`config.mk`:
```
export PLATFORM = sky130hd
export DESIGN_NAME = hpi_axil_arb
export DESIGN_NICKNAME = d
export VERILOG_FILES = /design/src/rtl/hpi_axil_arb.sv
export SDC_FILE = /design/constraint.sdc
export NUM_CORES = 1
export LEC_CHECK = 0
export CAP_MARGIN = 15
export CORE_AREA = 2 2 186 188
export DETAILED_ROUTE_END_ITERATION = 16
export DIE_AREA = 0 0 188 190
export PLACE_DENSITY = 0.63
export SYNTH_ARGS = -nofsm -noshare
export SYNTH_HDL_FRONTEND = slang
export SYNTH_SLANG_ARGS = --single-unit
```
`constraint.sdc`:
```
create_clock -name aclk -period 2.12 [get_ports aclk]
set_input_delay 0.318 -clock aclk [delete_from_list [all_inputs] [get_ports aclk]]
set_output_delay 0.318 -clock aclk [all_outputs]
set_load 0.1 [all_outputs]
```
`src/rtl/hpi_axil_arb.sv`:
```
// Round-robin arbiter sharing one HPI-to-AXI4-Lite adapter; request->cmd 1 clk, vld->done 1 clk, one txn outstanding.
// Requests are level-held and wait while busy. HPI_ARB_TMOUT_EN adds a WAIT timeout with error completion.
module hpi_axil_arb #(
    parameter int REQ_NUM       = 4,
    parameter int ADDR_WIDTH    = 32,
    parameter int DATA_WIDTH    = 32,
    parameter int DATA_BYTE_NUM = DATA_WIDTH/8,
    parameter int TMOUT_CYC     = 1024
) (
    input  logic                               aclk,
    input  logic                               areset,
    input  logic [REQ_NUM-1:0]                 req_wr,
    input  logic [REQ_NUM-1:0]                 req_rd,
    input  logic [REQ_NUM*ADDR_WIDTH-1:0]      req_addr,
    input  logic [REQ_NUM*DATA_BYTE_NUM-1:0]   req_strb,
    input  logic [REQ_NUM*DATA_WIDTH-1:0]      req_wdata,
    output logic [REQ_NUM-1:0]                 req_ack,
    output logic [REQ_NUM-1:0]                 req_done,
    output logic                               req_err,
    output logic [DATA_WIDTH-1:0]              req_rdata,
    output logic                               cpu_wr,
    output logic                               cpu_rd,
    output logic [ADDR_WIDTH-1:0]              cpu_wr_addr,
    output logic [ADDR_WIDTH-1:0]              cpu_rd_addr,
    output logic [DATA_BYTE_NUM-1:0]           cpu_wr_strb,
    output logic [DATA_WIDTH-1:0]              cpu_data_in,
    input  logic                               cpu_data_out_vld,
    input  logic [DATA_WIDTH-1:0]              cpu_data_out,
    output logic                               busy,
    output logic [2:0]                         grant_id,
    output logic [15:0]                        tmout_cnt
);
    localparam logic [1:0] S_IDLE  = 2'd0;
    localparam logic [1:0] S_ISSUE = 2'd1;
    localparam logic [1:0] S_WAIT  = 2'd2;
    localparam logic [1:0] S_RESP  = 2'd3;

    logic [1:0]                r_state;
    logic [2:0]                r_grant;
    logic [2:0]                r_rr_ptr;
    logic                      r_op_wr;
    logic [ADDR_WIDTH-1:0]     r_addr;
    logic [DATA_BYTE_NUM-1:0]  r_strb;
    logic [DATA_WIDTH-1:0]     r_wdata;
    logic [DATA_WIDTH-1:0]     r_rdata;

    logic [REQ_NUM-1:0]        w_pend;
    logic [2*REQ_NUM-1:0]      w_pend2;
    logic [2*REQ_NUM-1:0]      w_shift;
    logic [REQ_NUM-1:0]        w_rot;
    logic [3:0]                w_sum;
    logic [2:0]                w_sel;
    logic                      w_found;
    logic [REQ_NUM-1:0]        w_sel_oh;
    logic [REQ_NUM-1:0]        w_gnt_oh;
    logic [ADDR_WIDTH-1:0]     w_addr;
    logic [DATA_BYTE_NUM-1:0]  w_strb;
    logic [DATA_WIDTH-1:0]     w_wdata;

    assign w_pend  = req_wr | req_rd;
    assign w_pend2 = {w_pend, w_pend};
    assign w_shift = w_pend2 >> r_rr_ptr;

    // Rotate pending so bit 0 is rr_ptr; the lowest set bit of the rotated vector wins.
    always_comb begin
        w_rot   = w_shift[REQ_NUM-1:0];
        w_found = |w_pend;
        w_sum   = '0;
        w_sel   = '0;
        for (int k = REQ_NUM-1; k >= 0; k--) begin
            if (w_rot[k]) begin
                w_sum = {1'b0, r_rr_ptr} + 4'(k);
                w_sel = (w_sum >= 4'(REQ_NUM)) ? 3'(w_sum - 4'(REQ_NUM)) : w_sum[2:0];
            end
        end
    end

    always_comb begin
        w_sel_oh = '0;
        w_gnt_oh = '0;
        w_addr   = '0;
        w_strb   = '0;
        w_wdata  = '0;
        for (int i = 0; i < REQ_NUM; i++) begin
            w_sel_oh[i] = (w_sel == 3'(i));
            w_gnt_oh[i] = (r_grant == 3'(i));
            if (w_sel_oh[i]) begin
                w_addr  = req_addr[i*ADDR_WIDTH +: ADDR_WIDTH];
                w_strb  = req_strb[i*DATA_BYTE_NUM +: DATA_BYTE_NUM];
                w_wdata = req_wdata[i*DATA_WIDTH +: DATA_WIDTH];
            end
        end
    end

`ifdef HPI_ARB_TMOUT_EN
    logic [15:0] r_wait_cnt;
    logic [15:0] r_tmout_cnt;
    logic        r_err;
`endif

    always_ff @(posedge aclk) begin
        if (areset) begin
            r_state  <= S_IDLE;
            r_grant  <= '0;
            r_rr_ptr <= '0;
            r_op_wr  <= 1'b0;
            r_addr   <= '0;
            r_strb   <= '1;
            r_wdata  <= '0;
            r_rdata  <= '0;
`ifdef HPI_ARB_TMOUT_EN
            r_wait_cnt  <= '0;
            r_tmout_cnt <= '0;
            r_err       <= 1'b0;
`endif
        end else begin
            case (r_state)
                S_IDLE: begin
                    if (w_found) begin
                        r_grant <= w_sel;
                        // A requester holding both gets its write served first.
                        r_op_wr <= |(req_wr & w_sel_oh);
                        r_addr  <= w_addr;
                        r_strb  <= w_strb;
                        r_wdata <= w_wdata;
                        r_state <= S_ISSUE;
                    end
                end
                S_ISSUE: begin
                    r_rr_ptr <= (r_grant == 3'(REQ_NUM-1)) ? 3'd0 : r_grant + 3'd1;
                    r_state  <= S_WAIT;
`ifdef HPI_ARB_TMOUT_EN
                    r_wait_cnt <= '0;
                    r_err      <= 1'b0;
`endif
                end
                S_WAIT: begin
                    if (cpu_data_out_vld) begin
                        r_rdata <= r_op_wr ? '0 : cpu_data_out;
                        r_state <= S_RESP;
                    end
`ifdef HPI_ARB_TMOUT_EN
                    else if (r_wait_cnt == 16'(TMOUT_CYC-1)) begin
                        r_err   <= 1'b1;
                        r_rdata <= '1;
                        r_state <= S_RESP;
                        if (r_tmout_cnt != 16'hFFFF) r_tmout_cnt <= r_tmout_cnt + 16'd1;
                    end else begin
                        r_wait_cnt <= r_wait_cnt + 16'd1;
                    end
`endif
                end
                default: r_state <= S_IDLE;
            endcase
        end
    end

    assign req_ack     = (r_state == S_ISSUE) ? w_gnt_oh : '0;
    assign req_done    = (r_state == S_RESP)  ? w_gnt_oh : '0;
    assign cpu_wr      = (r_state == S_ISSUE) &&  r_op_wr;
    assign cpu_rd      = (r_state == S_ISSUE) && !r_op_wr;
    assign cpu_wr_addr = r_addr;
    assign cpu_rd_addr = r_addr;
    assign cpu_wr_strb = r_strb;
    assign cpu_data_in = r_wdata;
    assign req_rdata   = r_rdata;
    assign busy        = (r_state != S_IDLE);
    assign grant_id    = r_grant;

`ifdef HPI_ARB_TMOUT_EN
    assign req_err   = (r_state == S_RESP) && r_err;
    assign tmout_cnt = r_tmout_cnt;
`else
    logic [31:0] w_unused_tmout;
    assign w_unused_tmout = 32'(TMOUT_CYC);
    assign req_err   = 1'b0;
    assign tmout_cnt = 16'd0;
`endif

endmodule

```
Word level (Yosys, flattened, before mapping)
Cells that the tools add are included.
Widths: inputs -> output; s select.
{ "op_classes": {"eq_ne": 11, "muxes": 27, "add_sub_neg": 8, "n_lt_le_gt_ge": 4, "bitwise": 2, "shifts": 1, "reduce_logical": 12} }
{ "ops": {"columns": ["op", "n"], "rows": [
  ["$mux 32", 9],
  ["$mux 3", 9],
  ["$mux 4", 6],
  ["$eq 3x2->1 const B", 4],
  ["$ge 4x3->1 const B", 3],
  ["$sub 3x3->3 const B", 4],
  ["$add 3x2->4 const B", 2],
  ["$reduce_or 4->1", 2],
  ["$shr 8x3->4", 1],
  ["$eq 3x1->1 const B", 2],
  ["$logic_not 3->1", 2],
  ["$pmux 2 s3", 1],
  ["$reduce_and 2->1", 3],
  ["$add 3x1->4 const B", 1],
  ["$and 4x4->4", 1],
  ["$eq 2x2->1 const B", 2],
  ["$mux 2", 2],
  ["$ne 2x2->1 const B", 2],
  ["$or 4x4->4", 1],
  ["$add 3x1->3 const B", 1],
  ["$ge 3x3->1 const B", 1],
  ["$eq 2x1->1 const B", 1],
  ["$logic_and 1x1->1", 2],
  ["$logic_not 2->1", 1],
  ["2 further kinds", 2]
]} }
{ "word_totals": {"elab_cells": 73, "in_bits": 315, "output_inout_bits": 163, "ff_bits": 109} }

Logic depth before layout (Yosys ltp)
{ "logic_depth": {"ltp_word": 12, "ltp_mapped": 9, "mapped_depth_nobuf": 7} }

Worst setup path before layout
No wires, ideal clock.
{ "synth_timing": {"path_type": "register to output", "from": "register r_state[1]", "to": "output cpu_rd", "n_path_buf": 1, "stages_incl_launch_ff": 5, "t_required_ps": 1802, "slack_ps": -318, "t_arrival_ps": 2120, "cell_sequence": "dfxtp_1 > inv_1 > ha_1 > clkbuf_1 > nor2b_1"} }
{ "synth_via": {"elab_chain_cells": 2} }
{ "synth_lines": {"columns": ["item", "line", "source"], "rows": [
  ["start: declaration", "38", "logic [1:0] r_state;"],
  ["start signal: assignment", "103", "r_state <= S_IDLE;"],
  ["start signal: assignment", "126", "r_state <= S_ISSUE;"],
  ["start signal: assignment", "131", "r_state <= S_WAIT;"],
  ["$eq 2x1->1", "161", "assign cpu_rd = (r_state == S_ISSUE) && !r_op_wr;"],
  ["$logic_and 1x1->1", "161", null],
  ["end: declaration", "22", "output logic cpu_rd,"]
]} }
No other way between the ends.

Final worst setup path
{ "layout_timing": {"from": "register r_rr_ptr[0]", "to": "register r_wdata[7], in the netlist cpu_data_in[7]"} }
{ "layout_via": {"elab_chain_cells": 12, "word_cells_on_any_way": 28, "classes_between": "7 x add/sub; 4 x order compare; 3 x eq/ne; 1 x shift; 12 x mux; 1 x reduce/logical"} }
{ "layout_lines": {"columns": ["item", "line", "source"], "rows": [
  ["start: declaration", "40", "logic [2:0] r_rr_ptr;"],
  ["start signal: assignment", "130", "r_rr_ptr <= (r_grant == 3'(REQ_NUM-1)) ? 3'd0 : r_grant + 3'd1;"],
  ["$add 3x2->4", "72", "w_sum = {1'b0, r_rr_ptr} + 4'(k);"],
  ["$ge 4x3->1 / $sub 3x3->3 (equally long branches)", "73", "w_sel = (w_sum >= 4'(REQ_NUM)) ? 3'(w_sum - 4'(REQ_NUM)) : w_sum[2:0];"],
  ["$mux 3", "73", null],
  ["$mux 3 (3 in a row)", "71", "if (w_rot[k]) begin"],
  ["$mux 3 *", "71", null],
  ["$logic_not 3->1", "85", "w_sel_oh[i] = (w_sel == 3'(i));"],
  ["$mux 32 (3 in a row)", "87", "if (w_sel_oh[i]) begin"],
  ["$mux 32 *", "87", null],
  ["end signal: assignment", "125", "r_wdata <= w_wdata;"],
  ["end: declaration", "44", "logic [DATA_WIDTH-1:0] r_wdata;"]
]} }
Mark *: on every way between the ends. The rest lies on a longest branch, timed or not.
A chain may end at the register's enable or synchronous reset.

==> metrics.csv <==
stage,metric,value,unit
yosys,synthCells,1081,
die,die_h,190,µm
worst_hold_path,hold_depth,2,
power_and_ir_drop,p_leak,6.358,nW
worst_setup_path,r2r_slack,-190,ps
timing,fmax,433.3,MHz
drt,ant_nets,0,
cells_and_area,nFillCells,3136,
drt,drt_iter0_drc,504,
worst_setup_path,critPathKind,reg -> reg,
placement,place_area,14440,µm²
worst_hold_path,min_path_type,reg -> reg,
clock_tree,holdBufCountCts,0,
timing,slew_viol_final,0,
timing,hold_slack,480.6,ps
yosys,syn_area,8884,µm²
cells_and_area,utilization,0.4759,
yosys,yosysTopAreaCellShare,0.2456,
placement,post-place-cells,1974,
die,dieArea,35720,µm²
clock_tree,cts_made_buffers,9,
drt,wirelength,42130,µm
die,num_rows,68,
placement,pre_cts_slack,-775.0,ps
yosys,async_reset_ff_frac,0,
global_routing,grt_max_degree,63,
timing,finClkSkew,13.33,ps
worst_setup_path,worstReg2RegEnd,cpu_data_in[7],
global_routing,antenna_found_initial,3,
clock_tree,cts-root-buf,clkbuf_16,
die,core-area,33950,µm²
timing,finalHoldViolations,0,
cells_and_area,fin_cells,2025,
flow_run,drv_cap,0,
yosys,ys_seq_area_frac,0.2456,
global_routing,grt_overflow,0,
placement,gp_congestion,0.8932,
worst_setup_path,worstReg2RegStart,r_rr_ptr[0],
worst_setup_path,crit_arrival,2570,ps
run_status,status,"finished, violations left",
placement,io_buffers,460,
yosys,synth.distinct_cells,49,
timing,fin_ws,-187.7,ps
cells_and_area,area_delta_synth_final,81.87,%
cells_and_area,antenna_cells,0,
clock_tree,cts_tree,built,
cells_and_area,finish.instance_area,16160,µm²
drt,firstDrtPassIters,5,
drt,viasPerCell,5.204,
yosys,yosysTopAreaCell,dfxtp_1,
die,die_w,188,µm
clock_tree,cts_max_path_buffers,2,
yosys,post_synth_main_area_contributors,"dfxtp_1 25%, o221ai_1 13%, mux2i_1 8.6%",
worst_setup_path,worstPathRequired,2380,ps
global_routing,grt_pass1_wl,62140,µm
timing,totalNegativeSetupSlack,-7481,ps
worst_setup_path,worst_setup_path_end_kind,register,
yosys,yosysWarnings,0,
clock_tree,clkLatencyLatePin,370,ps
power_and_ir_drop,powerDensity,1654,nW/µm²
yosys,synth-edff-count,0,
placement,dp_hpwl,29620,µm
yosys,synth_area_per_cell,8.218,µm²
timing,setup_viol,69,
drt,wl_per_cell,20.81,µm
worst_setup_path,rr_worst_depth,10,
global_routing,grtUsageTotal,0.2233,
global_routing,grt_pass1_vias,10560,
cells_and_area,nNetsFinal,1890,
drt,routed-via-count,10540,
die,pin_count,478,
drt,post-route-drc-count,0,
die,start_util,0.2617,
yosys,synth-main-ff-cell,dfxtp_1,
yosys,ys_seq_elements,109,
worst_setup_path,crit_start,r_rr_ptr[0],
worst_setup_path,cp_max_fo,7,
worst_setup_path,cp-start-kind,register,
timing,rsz0062_at_grt,yes,
clock_tree,clock_sinks,109,
cells_and_area,drive_above_1_share,0.3255,
timing,finalCritPeriodShare,1.089,
timing,fin_crit,2308,ps
clock_tree,clk_pin_slew,90,ps
clock_tree,htree_levels,3,
worst_setup_path,critical_path.endpoint,cpu_data_in[7],
power_and_ir_drop,ir_drop,1355,µV
power_and_ir_drop,power,26.72,mW
run_status,violations,setup timing,
-- worst min-delay path by stage --
stage,start,endpoint,slack (ps)
6_report,cpu_data_in[15],cpu_data_in[15],480
5_1_grt,areset,req_rdata[10],490
4_1_cts,cpu_data_in[15],cpu_data_in[15],480
3_5_place_dp,cpu_data_in[30],cpu_data_in[30],460
3_3_place_gp,cpu_data_in[15],cpu_data_in[15],460
2_1_floorplan,r_rr_ptr[2],r_rr_ptr[2],470
-- layout make-up --
class	count	area, µm²	share of cell area
Timing Repair Buffer	630	6431	0.3980
Multi-Input combinational cell	742	6384	0.3951
Sequential cell	109	2192	0.1357
Tap cell	455	569.3	0.03524
Inverter	73	274.0	0.01696
Clock buffer	9	225.2	0.01394
Clock inverter	7	81.33	0.005034
-- layer usage --
layer | wire (µm) | track usage
met1 | 17220 | 0.2705
met2 | 21170 | 0.3960
met3 | 2943 | 0.05276
met4 | 776 | 0.05754
met5 | 33 | 0
-- power breakdown --
group	internal (mW)	switching, mW	leakage, nW	total [mW]
Clock	0.847	0.965	0.150	1.81
Sequential	2.87	0.648	0.896	3.52
Combinational	7.27	14.1	5.31	21.4
-- timing repair --
item                       4_1_cts  5_1_grt
gates resized for setup         97       74
cloned                           9        3
pin swaps                       10       13
setup endpoints to repair       72       74
buffers inserted                24        4
-- state kept, by name, indices dropped and copies added (netlist names) --
signal and cells:
cpu_data_in 32, cpu_rd_addr 32, req_rdata 32, cpu_wr_strb 4
grant_id 3, r_rr_ptr 3, r_state 2, r_op_wr 1
-- cell families (layout without fill, tap and decap cells) --
group,Yosys count,after routing,synth area share
adder cells (fa/ha/maj),11,11,0.01521
flip-flops,109,109,0.2456
other,1,17,0.0004221
multiplexers,76,76,0.08563
AO/OA/AOI/OAI,329,329,0.3515
buffers and inverters,246,719,0.1386
AND/OR/NAND/NOR,309,309,0.1630
-- synthesized netlist by cell type (all sizes together) (2+ instances only) --
library cell,count
o21a,2
o32a,2
nor3b,34
ha,10
mux2i,76
inv,73
nor2b,3
o211ai,65
clkbuf,90
nor2,47
o2111a,65
buf,83
nand2,134
dfxtp,109
o221ai,136
and2,11
o21ai,5
nor3,4
a21oi,43
nand2b,2
nand3,67
or2,2
-- placed cells by master (no fill, tap or decap), types with 17 or more instances in the layout --
| cell | synthesis | layout |
|---|---|---|
| o221ai_2 | 0 | 28 |
| nand2_1 | 134 | 132 |
| inv_1 | 73 | 72 |
| dfxtp_1 | 109 | 105 |
| buf_4 | 53 | 243 |
| clkdlybuf4s50_1 | 0 | 306 |
| o211ai_2 | 59 | 59 |
| o2111a_1 | 65 | 65 |
| nor3b_1 | 34 | 33 |
| o221ai_1 | 136 | 108 |
| mux2i_2 | 0 | 20 |
| nor2_1 | 47 | 41 |
| nand3_1 | 67 | 66 |
| mux2i_4 | 0 | 31 |
| buf_12 | 0 | 52 |
| a21oi_1 | 43 | 40 |
| mux2i_1 | 76 | 25 |
| conb_1 | 1 | 17 |
-- worst max-delay path, stage by stage (launching register included) --
cell	delay (ps)
dfxtp_4	390
buf_6	120
nor3b_1	140
o32a_1	340
or2_4	260
o2111ai_4	140
buf_6	160
buf_12	150
buf_12	160
mux2i_4	260
o211ai_2	80
(Power assumes the default switching activity.)
